## src/rtl/gbc_bus_initiator.sv

```systemverilog
// Wishbone B4 pipelined initiator for the 16-bit address / 8-bit data GB bus.
// Command stream in, in-order buffered responses out, with a hung-target timeout.
module gbc_bus_initiator #(
    parameter int         MaxOutstanding = 2,
    parameter int         TimeoutCycles  = 1024,
    parameter logic [7:0] TimeoutData    = 8'hFF
) (
    input  logic        CLK,
    input  logic        RST,
    input  logic        CmdValid,
    output logic        CmdReady,
    input  logic        CmdWrite,
    input  logic [15:0] CmdAddr,
    input  logic [7:0]  CmdData,
    output logic        RspValid,
    input  logic        RspReady,
    output logic [7:0]  RspData,
    output logic        RspErr,
    output logic        Timeout,
    output logic        CYC,
    output logic        STB,
    output logic        WE,
    output logic [15:0] ADR,
    output logic [7:0]  DAT_O,
    input  logic [7:0]  DAT_I,
    input  logic        ACK,
    input  logic        ERR,
    input  logic        STALL
);

    localparam int OW = $clog2(MaxOutstanding + 1);
    localparam int PW = (MaxOutstanding > 1) ? $clog2(MaxOutstanding) : 1;
    localparam int TW = $clog2(TimeoutCycles);

    typedef enum logic [1:0] {
        IDLE,
        BUSY,
        ABORT
    } state_t;

    state_t        state_q, state_d;
    logic          stb_q, stb_d;
    logic          we_q;
    logic [15:0]   adr_q;
    logic [7:0]    dat_q;
    logic [OW-1:0] out_q, out_d;
    logic [OW-1:0] cred_q;
    logic [OW-1:0] abt_q, abt_d;
    logic [TW-1:0] tmo_q, tmo_d;
    logic          tmo_pls_q;

    logic [8:0]    mem [MaxOutstanding];
    logic [PW-1:0] wp_q, rp_q;
    logic [OW-1:0] cnt_q;

    logic          cmd_acc, stb_acc, rsp_ev, pop, tmo_hit;
    logic          push, push_err;
    logic [7:0]    push_dat;

    function automatic logic [PW-1:0] nxt(input logic [PW-1:0] p);
        return (p == PW'(MaxOutstanding - 1)) ? '0 : p + PW'(1);
    endfunction

    assign CmdReady = ~RST & (state_q != ABORT)
                    & (cred_q < OW'(MaxOutstanding))
                    & (~stb_q | ~STALL);
    assign cmd_acc  = CmdValid & CmdReady;
    assign stb_acc  = stb_q & ~STALL;
    assign rsp_ev   = (state_q == BUSY) & (ACK | ERR) & (out_q != '0);
    assign pop      = RspValid & RspReady;
    assign tmo_hit  = (state_q == BUSY) & ~stb_acc & ~rsp_ev
                    & (tmo_q == TW'(TimeoutCycles - 1));

    assign CYC      = (state_q == BUSY);
    assign STB      = stb_q;
    assign WE       = we_q;
    assign ADR      = adr_q;
    assign DAT_O    = dat_q;
    assign Timeout  = tmo_pls_q;
    assign RspValid = (cnt_q != '0);
    assign RspData  = mem[rp_q][8:1];
    assign RspErr   = mem[rp_q][0];

    always_ff @(posedge CLK) begin
        if (RST) state_q <= IDLE;
        else     state_q <= state_d;
    end

    always_comb begin
        state_d  = state_q;
        stb_d    = stb_q;
        out_d    = out_q;
        abt_d    = abt_q;
        tmo_d    = tmo_q;
        push     = 1'b0;
        push_err = 1'b0;
        push_dat = DAT_I;
        unique case (state_q)
            IDLE: begin
                tmo_d = '0;
                if (cmd_acc) begin
                    state_d = BUSY;
                    stb_d   = 1'b1;
                end
            end
            BUSY: begin
                if (cmd_acc)      stb_d = 1'b1;
                else if (stb_acc) stb_d = 1'b0;
                out_d    = out_q + OW'(stb_acc) - OW'(rsp_ev);
                push     = rsp_ev;
                push_err = ERR;
                if (tmo_hit) begin
                    // a command taken on this edge counts as a pending strobe
                    state_d = ABORT;
                    stb_d   = 1'b0;
                    out_d   = '0;
                    abt_d   = out_q + OW'(stb_q | cmd_acc);
                    tmo_d   = '0;
                end else begin
                    tmo_d = (stb_acc | rsp_ev) ? '0 : tmo_q + TW'(1);
                    if (!stb_d && out_d == '0) state_d = IDLE;
                end
            end
            ABORT: begin
                push     = (abt_q != '0);
                push_err = 1'b1;
                push_dat = TimeoutData;
                if (abt_q != '0) abt_d = abt_q - OW'(1);
                if (abt_q <= OW'(1)) state_d = IDLE;
            end
            default: state_d = IDLE;
        endcase
    end

    always_ff @(posedge CLK) begin
        if (RST) begin
            stb_q     <= 1'b0;
            we_q      <= 1'b0;
            adr_q     <= '0;
            dat_q     <= '0;
            out_q     <= '0;
            cred_q    <= '0;
            abt_q     <= '0;
            tmo_q     <= '0;
            tmo_pls_q <= 1'b0;
            wp_q      <= '0;
            rp_q      <= '0;
            cnt_q     <= '0;
        end else begin
            stb_q     <= stb_d;
            out_q     <= out_d;
            abt_q     <= abt_d;
            tmo_q     <= tmo_d;
            tmo_pls_q <= tmo_hit;
            cred_q    <= cred_q + OW'(cmd_acc) - OW'(pop);
            cnt_q     <= cnt_q + OW'(push) - OW'(pop);
            if (cmd_acc) begin
                we_q  <= CmdWrite;
                adr_q <= CmdAddr;
                dat_q <= CmdData;
            end
            if (push) wp_q <= nxt(wp_q);
            if (pop)  rp_q <= nxt(rp_q);
        end
    end

    always_ff @(posedge CLK) begin
        if (push) mem[wp_q] <= {push_dat, push_err};
    end

endmodule

```

## config.mk

```make
export PLATFORM = sky130hd
export DESIGN_NAME = gbc_bus_initiator
export DESIGN_NICKNAME = d
export VERILOG_FILES = /design/src/rtl/gbc_bus_initiator.sv
export SDC_FILE = /design/constraint.sdc
export NUM_CORES = 1
export LEC_CHECK = 0
export ABC_CLOCK_PERIOD_IN_PS = 2950
export CELL_PAD_IN_SITES_DETAIL_PLACEMENT = 0
export CELL_PAD_IN_SITES_GLOBAL_PLACEMENT = 1
export CORE_MARGIN = 2
export CORE_UTILIZATION = 35
export CTS_BUF_LIST = sky130_fd_sc_hd__clkbuf_2 sky130_fd_sc_hd__clkbuf_4 sky130_fd_sc_hd__clkbuf_8
export CTS_CLUSTER_SIZE = 8
export DETAILED_ROUTE_END_ITERATION = 16
export PLACE_DENSITY = 0.83
export SLEW_MARGIN = 20
export SYNTH_ARGS = -nofsm -noshare
export SYNTH_HDL_FRONTEND = slang
export SYNTH_SLANG_ARGS = --single-unit
export TNS_END_PERCENT = 1
```

## constraint.sdc

```tcl
create_clock -name CLK -period 2.95 [get_ports CLK]
set_clock_uncertainty 0.05 [all_clocks]
set_input_delay 0.59 -clock CLK [delete_from_list [all_inputs] [get_ports CLK]]
set_output_delay 0.59 -clock CLK [all_outputs]
set_load 0.005 [all_outputs]
```

# Yosys cells after proc, flatten, opt, wreduce, memory -nomap -nowiden
# Memory sizes are Yosys's and may differ from the RTL's. A register that Yosys moved wholly into a read port is not among the register bits.
# Index checks and enable logic that the tools add are counted.
[word_totals]
reg_bits = 49
mem_bits_rw = 18
in_bits = 40
output_inout_bits = 39
word_cells = 95
n_memories = 1
[mem_list]
columns = ["memory", "depth", "word_bits", "read_ports", "rd_ports_with_merged_regs", "wr", "line", "text"]
rows = [
  ["mem", 2, 9, 1, 1, 1, "52", "logic [8:0] mem [MaxOutstanding];"],
]
[classes]
n_addsub = 11
order_cmp = 2
eq_ne = 9
muxes = 27
bitwise = 20
n_reduce_logical = 12
[ops]
columns = ["operator", "count"]
rows = [
  ["10-bit 2-to-1 mux", 2],
  ["10-bit one-hot mux with 2 select lines", 1],
  ["2-bit 2-to-1 mux", 7],
  ["1-bit bitwise AND", 11],
  ["1-bit 2-to-1 mux", 11],
  ["10-bit by 1-bit adder with 10-bit output, second input constant", 1],
  ["10-bit equality test, second input constant", 1],
  ["2-bit nonzero test", 5],
  ["2-bit by 1-bit adder with 2-bit output", 4],
  ["8-bit 2-to-1 mux", 1],
  ["2-bit != test, second input constant", 4],
  ["1-bit one-hot mux with 2 select lines", 3],
  ["2-bit one-hot mux with 3 select lines", 1],
  ["3-bit AND reduction", 2],
  ["2-bit by 1-bit subtractor with 2-bit output", 3],
  ["1-bit NOT", 5],
  ["2-bit logical NOT", 2],
  ["1-bit bitwise OR", 4],
  ["2-bit one-hot mux with 2 select lines", 1],
  ["3-bit by 1-bit != test with 1-bit output, second input constant", 1],
  ["1-bit adder, second input constant", 2],
  ["2-bit by 1-bit equality test with 1-bit output, second input constant", 1],
  ["2-bit equality test, second input constant", 1],
  ["2-bit by 1-bit less-or-equal comparator with 1-bit output, second input constant", 1],
  ["6 further kinds", 6],
]

# Logic depth before layout (Yosys ltp)
[logic_depth]
word_depth = 12
depth_mapped = 12

# Least setup slack after synthesis
# No wires, ideal clock.
[synth_timing]
path_kind = "flip-flop to flip-flop"
from = "register state_q[0]"
to = "register cred_q[0]"
setup_time_ps = 123
t_arrival_ps = 2309
required_time_ps = 2777
path_slack_ps = 469
path_stages_with_launch = 12
n_path_buf = 2
cell_sequence = "dfxtp_1 -> inv_1 -> ha_1 -> a2111oi_4 -> and2_1 -> buf_4 -> inv_2 -> buf_1 -> ha_1 -> inv_1 -> ha_1 -> nor2b_1"
[synth_via]
elab_chain_len = 7
[synth_lines]
columns = ["element", "line", "text"]
rows = [
  ["start: declaration", "41", "state_t state_q, state_d;"],
  ["start signal: assignment", "86", "else state_q <= state_d;"],
  ["2-bit != test", "64", "assign CmdReady = ~RST & (state_q != ABORT)"],
  ["1-bit bitwise AND", "64", ""],
  ["1-bit bitwise AND", "65", "& (cred_q < OW'(MaxOutstanding))"],
  ["1-bit bitwise AND", "66", "& (~stb_q | ~STALL);"],
  ["net CmdReady", "11", "output logic CmdReady,"],
  ["1-bit bitwise AND", "67", "assign cmd_acc = CmdValid & CmdReady;"],
  ["2-bit by 1-bit adder with 2-bit output", "155", "cred_q <= cred_q + OW'(cmd_acc) - OW'(pop);"],
  ["2-bit by 1-bit subtractor with 2-bit output", "155", ""],
  ["end signal: assignment", "155", ""],
  ["end: declaration", "47", "logic [OW-1:0] cred_q;"],
]
# The timed path passes the listed nets, and every way through them passes these cells.
# A chain may end at the register's enable or synchronous reset.

# Worst setup path after layout
[layout_timing]
from = "input port STALL"
to = "output port CmdReady"
[layout_via]
elab_chain_len = 3
[layout_lines]
columns = ["element", "line", "text"]
rows = [
  ["start: declaration", "28", "input logic STALL"],
  ["1-bit NOT", "66", ""],
  ["1-bit bitwise OR", "66", ""],
  ["1-bit bitwise AND", "66", ""],
  ["end: declaration", "11", ""],
]
# Every way passes these cells.

==> impl_metrics.ini <==
[cells_and_area]
area_delta_synth_final_pct = 36.7
drive_gt1_frac = 0.132
layout.nets = 458
diodes = 0

[yosys]
yosys_register_bits = 68
main_synth_ff_type = dfxtp_1
synth_top_area_cell = dfxtp_1
synth_async_sr_flop_share = 0
number_of_distinct_library_cells_after_synthesis = 41
syn_area_um2 = 3100
synth_top_cell_area_share = 0.323
synthTopCellsByArea = dfxtp_1, edfxtp_1, nand2_1, nand3b_1, ha_1
yosysWarnings = 0
synth.most_common_cell = nand2_1
syn-mean-instance-area_um2 = 9.64
synth-edff-count = 18
post_synthesis_sequential_area_ratio = 0.498
synth.top_cells.by_count = nand2_1, dfxtp_1, nand3b_1, nor2_1, edfxtp_1
mappedNetlistNets = 374
cells_after_synth = 321

[flow_run]
maxCapViolations = 0

[critical_path]
worst_ep_required_time_ns = 2.31
worst_path_most_repeated_cell = clkdlybuf4s50_1
worst-setup-path-type = in -> out
path_max_fanout = 3
cpPeakStageDelay_ns = 0.49
critPathTopFamily = buffers and inverters
critical_path_start_type = primary input
worst_r2r_endpoint = state_q[0]
critical_path.cell_chain = clkdlybuf4s50_1 -> a2111oi_4 -> buf_4 -> clkdlybuf4s50_1
crit_slowest_cell = clkdlybuf4s50_1
timing.rr.start = state_q[1]
setup.worst_path.end_class = primary output
crit_buf_inv = 3
ff2ff_path_depth = 11
critPathArrivalTime_ns = 2.11
regToRegSetupSlack_ns = 0.40

[timing]
report.final.slew_viol_count = 0
timing.hold.ws_ns = 0.424
timing.fmax_mhz = 364
timing.final.setup_violations = 0
timing.final.ws_setup_ns = 0.204
setup_total_negative_slack_ns = 0
final_min_period_over_clock_period = 0.931
layout_min_cycle_time_ns = 2.75
rsz0062_at_grt = false
worst_slew_margin_rel = 0.487
final_hold_viol_count = 0
worstMarginPinSlew_ns = 0.766

[clock_tree]
insertion_delay_ns = 0.35
clock_tree_from_tritoncts = built
ctsHtreeMaxLevel = 3
postCtsResizedCells = 0
cts_num_sinks = 68
clk_transition_reported_paths_ns = 0.08
cts_made_buffers = 9
ctsHoldBuffers = 0
clock_path_buffers = 2
root_buffer = clkbuf_8
post_cts_buffers = 0

[power_and_ir_drop]
worst_ir_drop_vdd_v = 0.000314
static-leakage-power_nw = 1.69
cellPowerDensity_nw_per_um2 = 559

[outcome]
run_status = finished clean

[floorplanning]
dieArea_um2 = 9610
initial_utilization = 0.358
core.rowCount = 34
top_level_ports = 79
core-area_um2 = 8640
fp.dieH_um = 98.0
floorplan.die.width_um = 98.0

[routing]
vias = 2545
routed_wirelength_mm = 7.08
initialDrtViolationCount = 116
drcViolationCount = 0
drtPass1Iterations = 4
vias_per_cell = 4.91
wl_per_cell_um = 13.7
detail-route-antenna-nets = 0

[global_routing]
first_global_vias = 2493
grt_pass1_wl_mm = 11.8
overflow = 0
initial_antenna_violation_count = 0
globalRouteTotalUtil = 0.153
grt_start_max_net_pins = 52

[placed_design]
io_buffers = 78
hpwl_mm = 4.85
place_worst_setup_slack_ns = -0.0664
routabilityCongestion = 0.836

[min_path]
min-delay-start = DAT_O[4]
worst_hold_path_type = reg -> reg
min_delay_worst_endpoint = DAT_O[4]
hold-path-cell-count = 2
worst max path at each step:
stage / start / depth (start not counted) / end / slack [ns]
after floorplan: state_q[0] / 11 / cred_q[0] / 0.47
after global placement: STALL / 10 / state_q[0] / 0.03
after detailed placement: STALL / 10 / state_q[0] / -0.07
after CTS: STALL / 4 / CmdReady / 0.19
after global routing: STALL / 4 / CmdReady / 0.1
final: STALL / 4 / CmdReady / 0.20
tightest hold or removal path, delay by kind of cell, from the launching register on:
kind	cells	cell delay, ns
flops	1	0.32
simple gates	2	0.12
report_power, final:
group | switching (mW) | internal (mW)
Sequential | 0.0446 | 1.01
Clock | 0.394 | 0.405
Combinational | 0.252 | 0.260
Total | 0.690 | 1.68
cells in the final DEF (no fill, tap or decap), types with 11 or more instances in the layout:
cell type	n
nor2_1	21
clkdlybuf4s50_1	78
inv_1	11
dfxtp_1	50
nand2_1	64
ha_1	13
buf_4	12
edfxtp_1	18
nand3b_1	25
cell families (layout without fill, tap and decap cells):
family | Yosys count | in the layout | share of synthesized area
AND/OR/NAND/NOR | 151 | 151 | 0.249
multiplexers | 11 | 11 | 0.0392
buffers and inverters | 29 | 118 | 0.0388
adder cells (fa/ha/maj) | 13 | 13 | 0.0525
XOR/XNOR | 9 | 9 | 0.0255
AO/OA/AOI/OAI | 40 | 40 | 0.0966
flip-flops | 68 | 68 | 0.498
registers in the layout, summed over array words and instances, names as in the netlist, 8 cells and up, named ones only:
name and flops:
tmo_q 10, ADR 16, DAT_O 8, mem 18
per-stage QoR:
step	power [mW]	cells	area, um^2	utilization
global placement	1.58	502	4030	0.466
CTS	2.40	518	4230	0.490
global route	2.50	518	4230	0.490
finish	2.37	518	4230	0.490
floorplan	1.35	321	3100	-
detailed placement	1.59	502	4030	0.466
routing by layer:
layer / share of wire / GRT usage / vias up
li1: - / - / 1273
met1: 0.45 / 0.189 / 1190
met5: 0 / 0 / -
met3: 0.082 / 0.0644 / 11
met2: 0.45 / 0.236 / 71
met4: 0.016 / 0.0630 / 0
layout make-up:
class / instances / area [um^2]
repair buffers: 90 / 871
well taps: 108 / 135
flip-flops and latches: 68 / 1540
fillers: 815 / 4400
clock buffers: 9 / 124
multi-input cells: 224 / 1430
inverters: 12 / 45.0
clock inverters: 7 / 82.6
Power figures use the tool's default switching activity.
==> RTL change: new RTL, same flow settings <==
Re-encode `state_t` (3 states) as one-hot, 3 bits wide.
--- a/src/rtl/gbc_bus_initiator.sv
+++ b/src/rtl/gbc_bus_initiator.sv
@@ -32,10 +32,10 @@
     localparam int PW = (MaxOutstanding > 1) ? $clog2(MaxOutstanding) : 1;
     localparam int TW = $clog2(TimeoutCycles);
 
-    typedef enum logic [1:0] {
-        IDLE,
-        BUSY,
-        ABORT
+    typedef enum logic [2:0] {
+        IDLE  = 3'b001,
+        BUSY  = 3'b010,
+        ABORT = 3'b100
     } state_t;
 
     state_t        state_q, state_d;
Check against the original RTL: same outputs for any inputs over 10 cycles, from zero or initial values and one cycle with RST high; not proved beyond that.
==> RTL change against the unedited design <==
- register-to-register slack improved by 0.02 ns
- highest routed layer unchanged
- cell area shrank 2.3%
- routed wire length decreased by 1.7%
- synthesized area down 1.1%
- critical path type is now reg2out
- sequential cell count grew 1
- worst hold slack got worse by 0.020 ns
- global-route usage is 0.11 points higher
- sequential share of layout area increased by 1.4 points
- worst setup slack improved by 0.080 ns
Power is not compared: it rests on default switching activity, and its combinational part moved more than twofold at a synthesized area within 25%.
==> RTL change: results <==
group,metric,value,unit
outcome,status,"complete, no violations",
grt,antenna_found_initial,0,
finish,nFillCells,816,
logic_synthesis,syn-num-nets,374,
sta,slew_headroom,41.5,%
placement,place_inst,500,
logic_synthesis,async_reset_ff_share,0,%
logic_synthesis,yosys-top-cells-area,"dfxtp_1 (33%), edfxtp_1 (18%), nand2_1 (7.7%), a21oi_1 (6.2%), ha_1 (4.1%)",
routing,vias,2469,
finish,largest_reg_flops,18,
routing,drt_wl_total,6.96,mm
clock_network,cts_max_level,3,
placement,portBuffers,78,
grt,use_met2,24.4,%
logic_synthesis,synth_edf_count,18,
clock_network,cts_resized,0,
grt,grt_pass1_wl,11.8,mm
grt,grt_max_degree,49,
grt,globalRouteMet3Util,5.90,%
power_and_ir_drop,switching_share,24.7,%
logic_synthesis,yosys.cell_types.count,49,
finish,layout-drive-gt1-share,11.8,%
routing,dr.pass1.iters,4,
placement,gp_congestion,0.806,
grt,grt_usage,15.4,%
logic_synthesis,yosysWarnings,0,
grt,grt_pass1_vias,2460,
worst_setup_path,crit_start,"state_q[1]",
finish,insertedDiodeCount,0,
finish,final_nets,453,
clock_network,cts_buffers,9,
clock_network,cts-root-buf,"clkbuf_8",
routing,drt_iter0_drc,122,
clock_network,path_clk_slew,0.08,ns
clock_network,post_cts_buffers,0,
worst_setup_path,arrival,2.03,ns
logic_synthesis,yosysSeqAreaShare,51.0,%
finish,regMostFlops,"mem",
placement,dp_hpwl,4.86,mm
routing,vias_per_cell,4.78,
grt,grt_use_met1,19.5,%
clock_network,cts_buffer_depth,2,
logic_synthesis,synth_ff_type,"dfxtp_1",
worst_hold_path,min_from,"tmo_q[9]",
power_and_ir_drop,ir_drop,0.000277,V
clock_network,clk-insertion-delay-late,0.35,ns
logic_synthesis,yosys-top-cells-count,"nand2_1 (63), dfxtp_1 (51), a21oi_1 (38)",
worst_hold_path,hold_path.class,"reg2reg",
logic_synthesis,syn_area_per_cell,9.45,um^2
power_and_ir_drop,power_leakage,1.57,nW
worst_setup_path,crit_fanout,9,
RTL change: cell types whose count changed after synthesis, moves of 3 or more:
| cell | before | now |
|---|---|---|
| a21oi_1 | 10 | 38 |
| a311oi_1 | 5 | 0 |
| a41oi_1 | 3 | 0 |
| buf_2 | 0 | 5 |
| clkbuf_1 | 13 | 6 |
| ha_1 | 13 | 10 |
| inv_1 | 11 | 8 |
| nand3b_1 | 25 | 4 |
| nor2_1 | 21 | 18 |
| nor3_1 | 4 | 8 |
RTL change: layer usage:
metal / share of wire [%] / wire length [um] / up-vias
met5: 0 / 0 / -
li1: - / - / 1263
met4: 1.2 / 82 / 0
met2: 46 / 3210 / 71
met3: 6.2 / 430 / 8
met1: 46 / 3230 / 1127
RTL change: worst paths after layout:
path	slack, ns	end	depth (start not counted)
hold reg to reg	0.40	tmo_q[9]	1
setup / recovery	0.28	CYC	3
setup reg to reg	0.42	out_q[1]	9
hold / removal	0.40	tmo_q[9]	1
RTL change: cells by family after synthesis:
| group | Yosys count | share of synthesized area, % |
|---|---|---|
| AND/OR/NAND/NOR | 138 | 22.0 |
| AO/OA/AOI/OAI | 60 | 11.5 |
| multiplexers | 12 | 4.29 |
| XOR/XNOR | 9 | 2.57 |
| buffers and inverters | 26 | 4.53 |
| flip-flops | 69 | 51.0 |
| adder cells (fa/ha/maj) | 10 | 4.08 |
RTL change: layout make-up:
class                   instances  area [um^2]  area share [%]
flip-flops and latches         69         1560            37.8
multi-input cells             229         1360            33.0
repair buffers                 84          821            19.9
well taps                     108          135            3.27
clock buffers                   9          124            3.00
clock inverters                 7         80.1            1.94
inverters                      10         50.0            1.21
RTL change: worst max-delay path, cell delays in order (launching register included):
cell	delay, ns
dfxtp_1	0.46
or3b_1	0.57
clkinv_8	0.14
clkdlybuf4s50_1	0.50
RTL change: through the flow:
step	power, W	worst slack [ns]	cell area [um^2]
final	0.00200	0.284	4130
after detailed placement	0.00122	0.138	3930
after CTS	0.00203	0.272	4130
after floorplan	0.00110	0.455	3060
after global routing	0.00209	0.208	4130
after global placement	0.00122	0.150	3930
RTL change: power by group through the flow:
| stage | combinational [W] | clock (W) | sequential [W] |
|---|---|---|---|
| after floorplan | 0.0000791 | 0 | 0.00102 |
| after global placement | 0.000190 | 0 | 0.00103 |
| after detailed placement | 0.000192 | 0 | 0.00103 |
| after CTS | 0.000193 | 0.000829 | 0.00101 |
| after global routing | 0.000210 | 0.000876 | 0.00101 |
| final | 0.000190 | 0.000803 | 0.00100 |
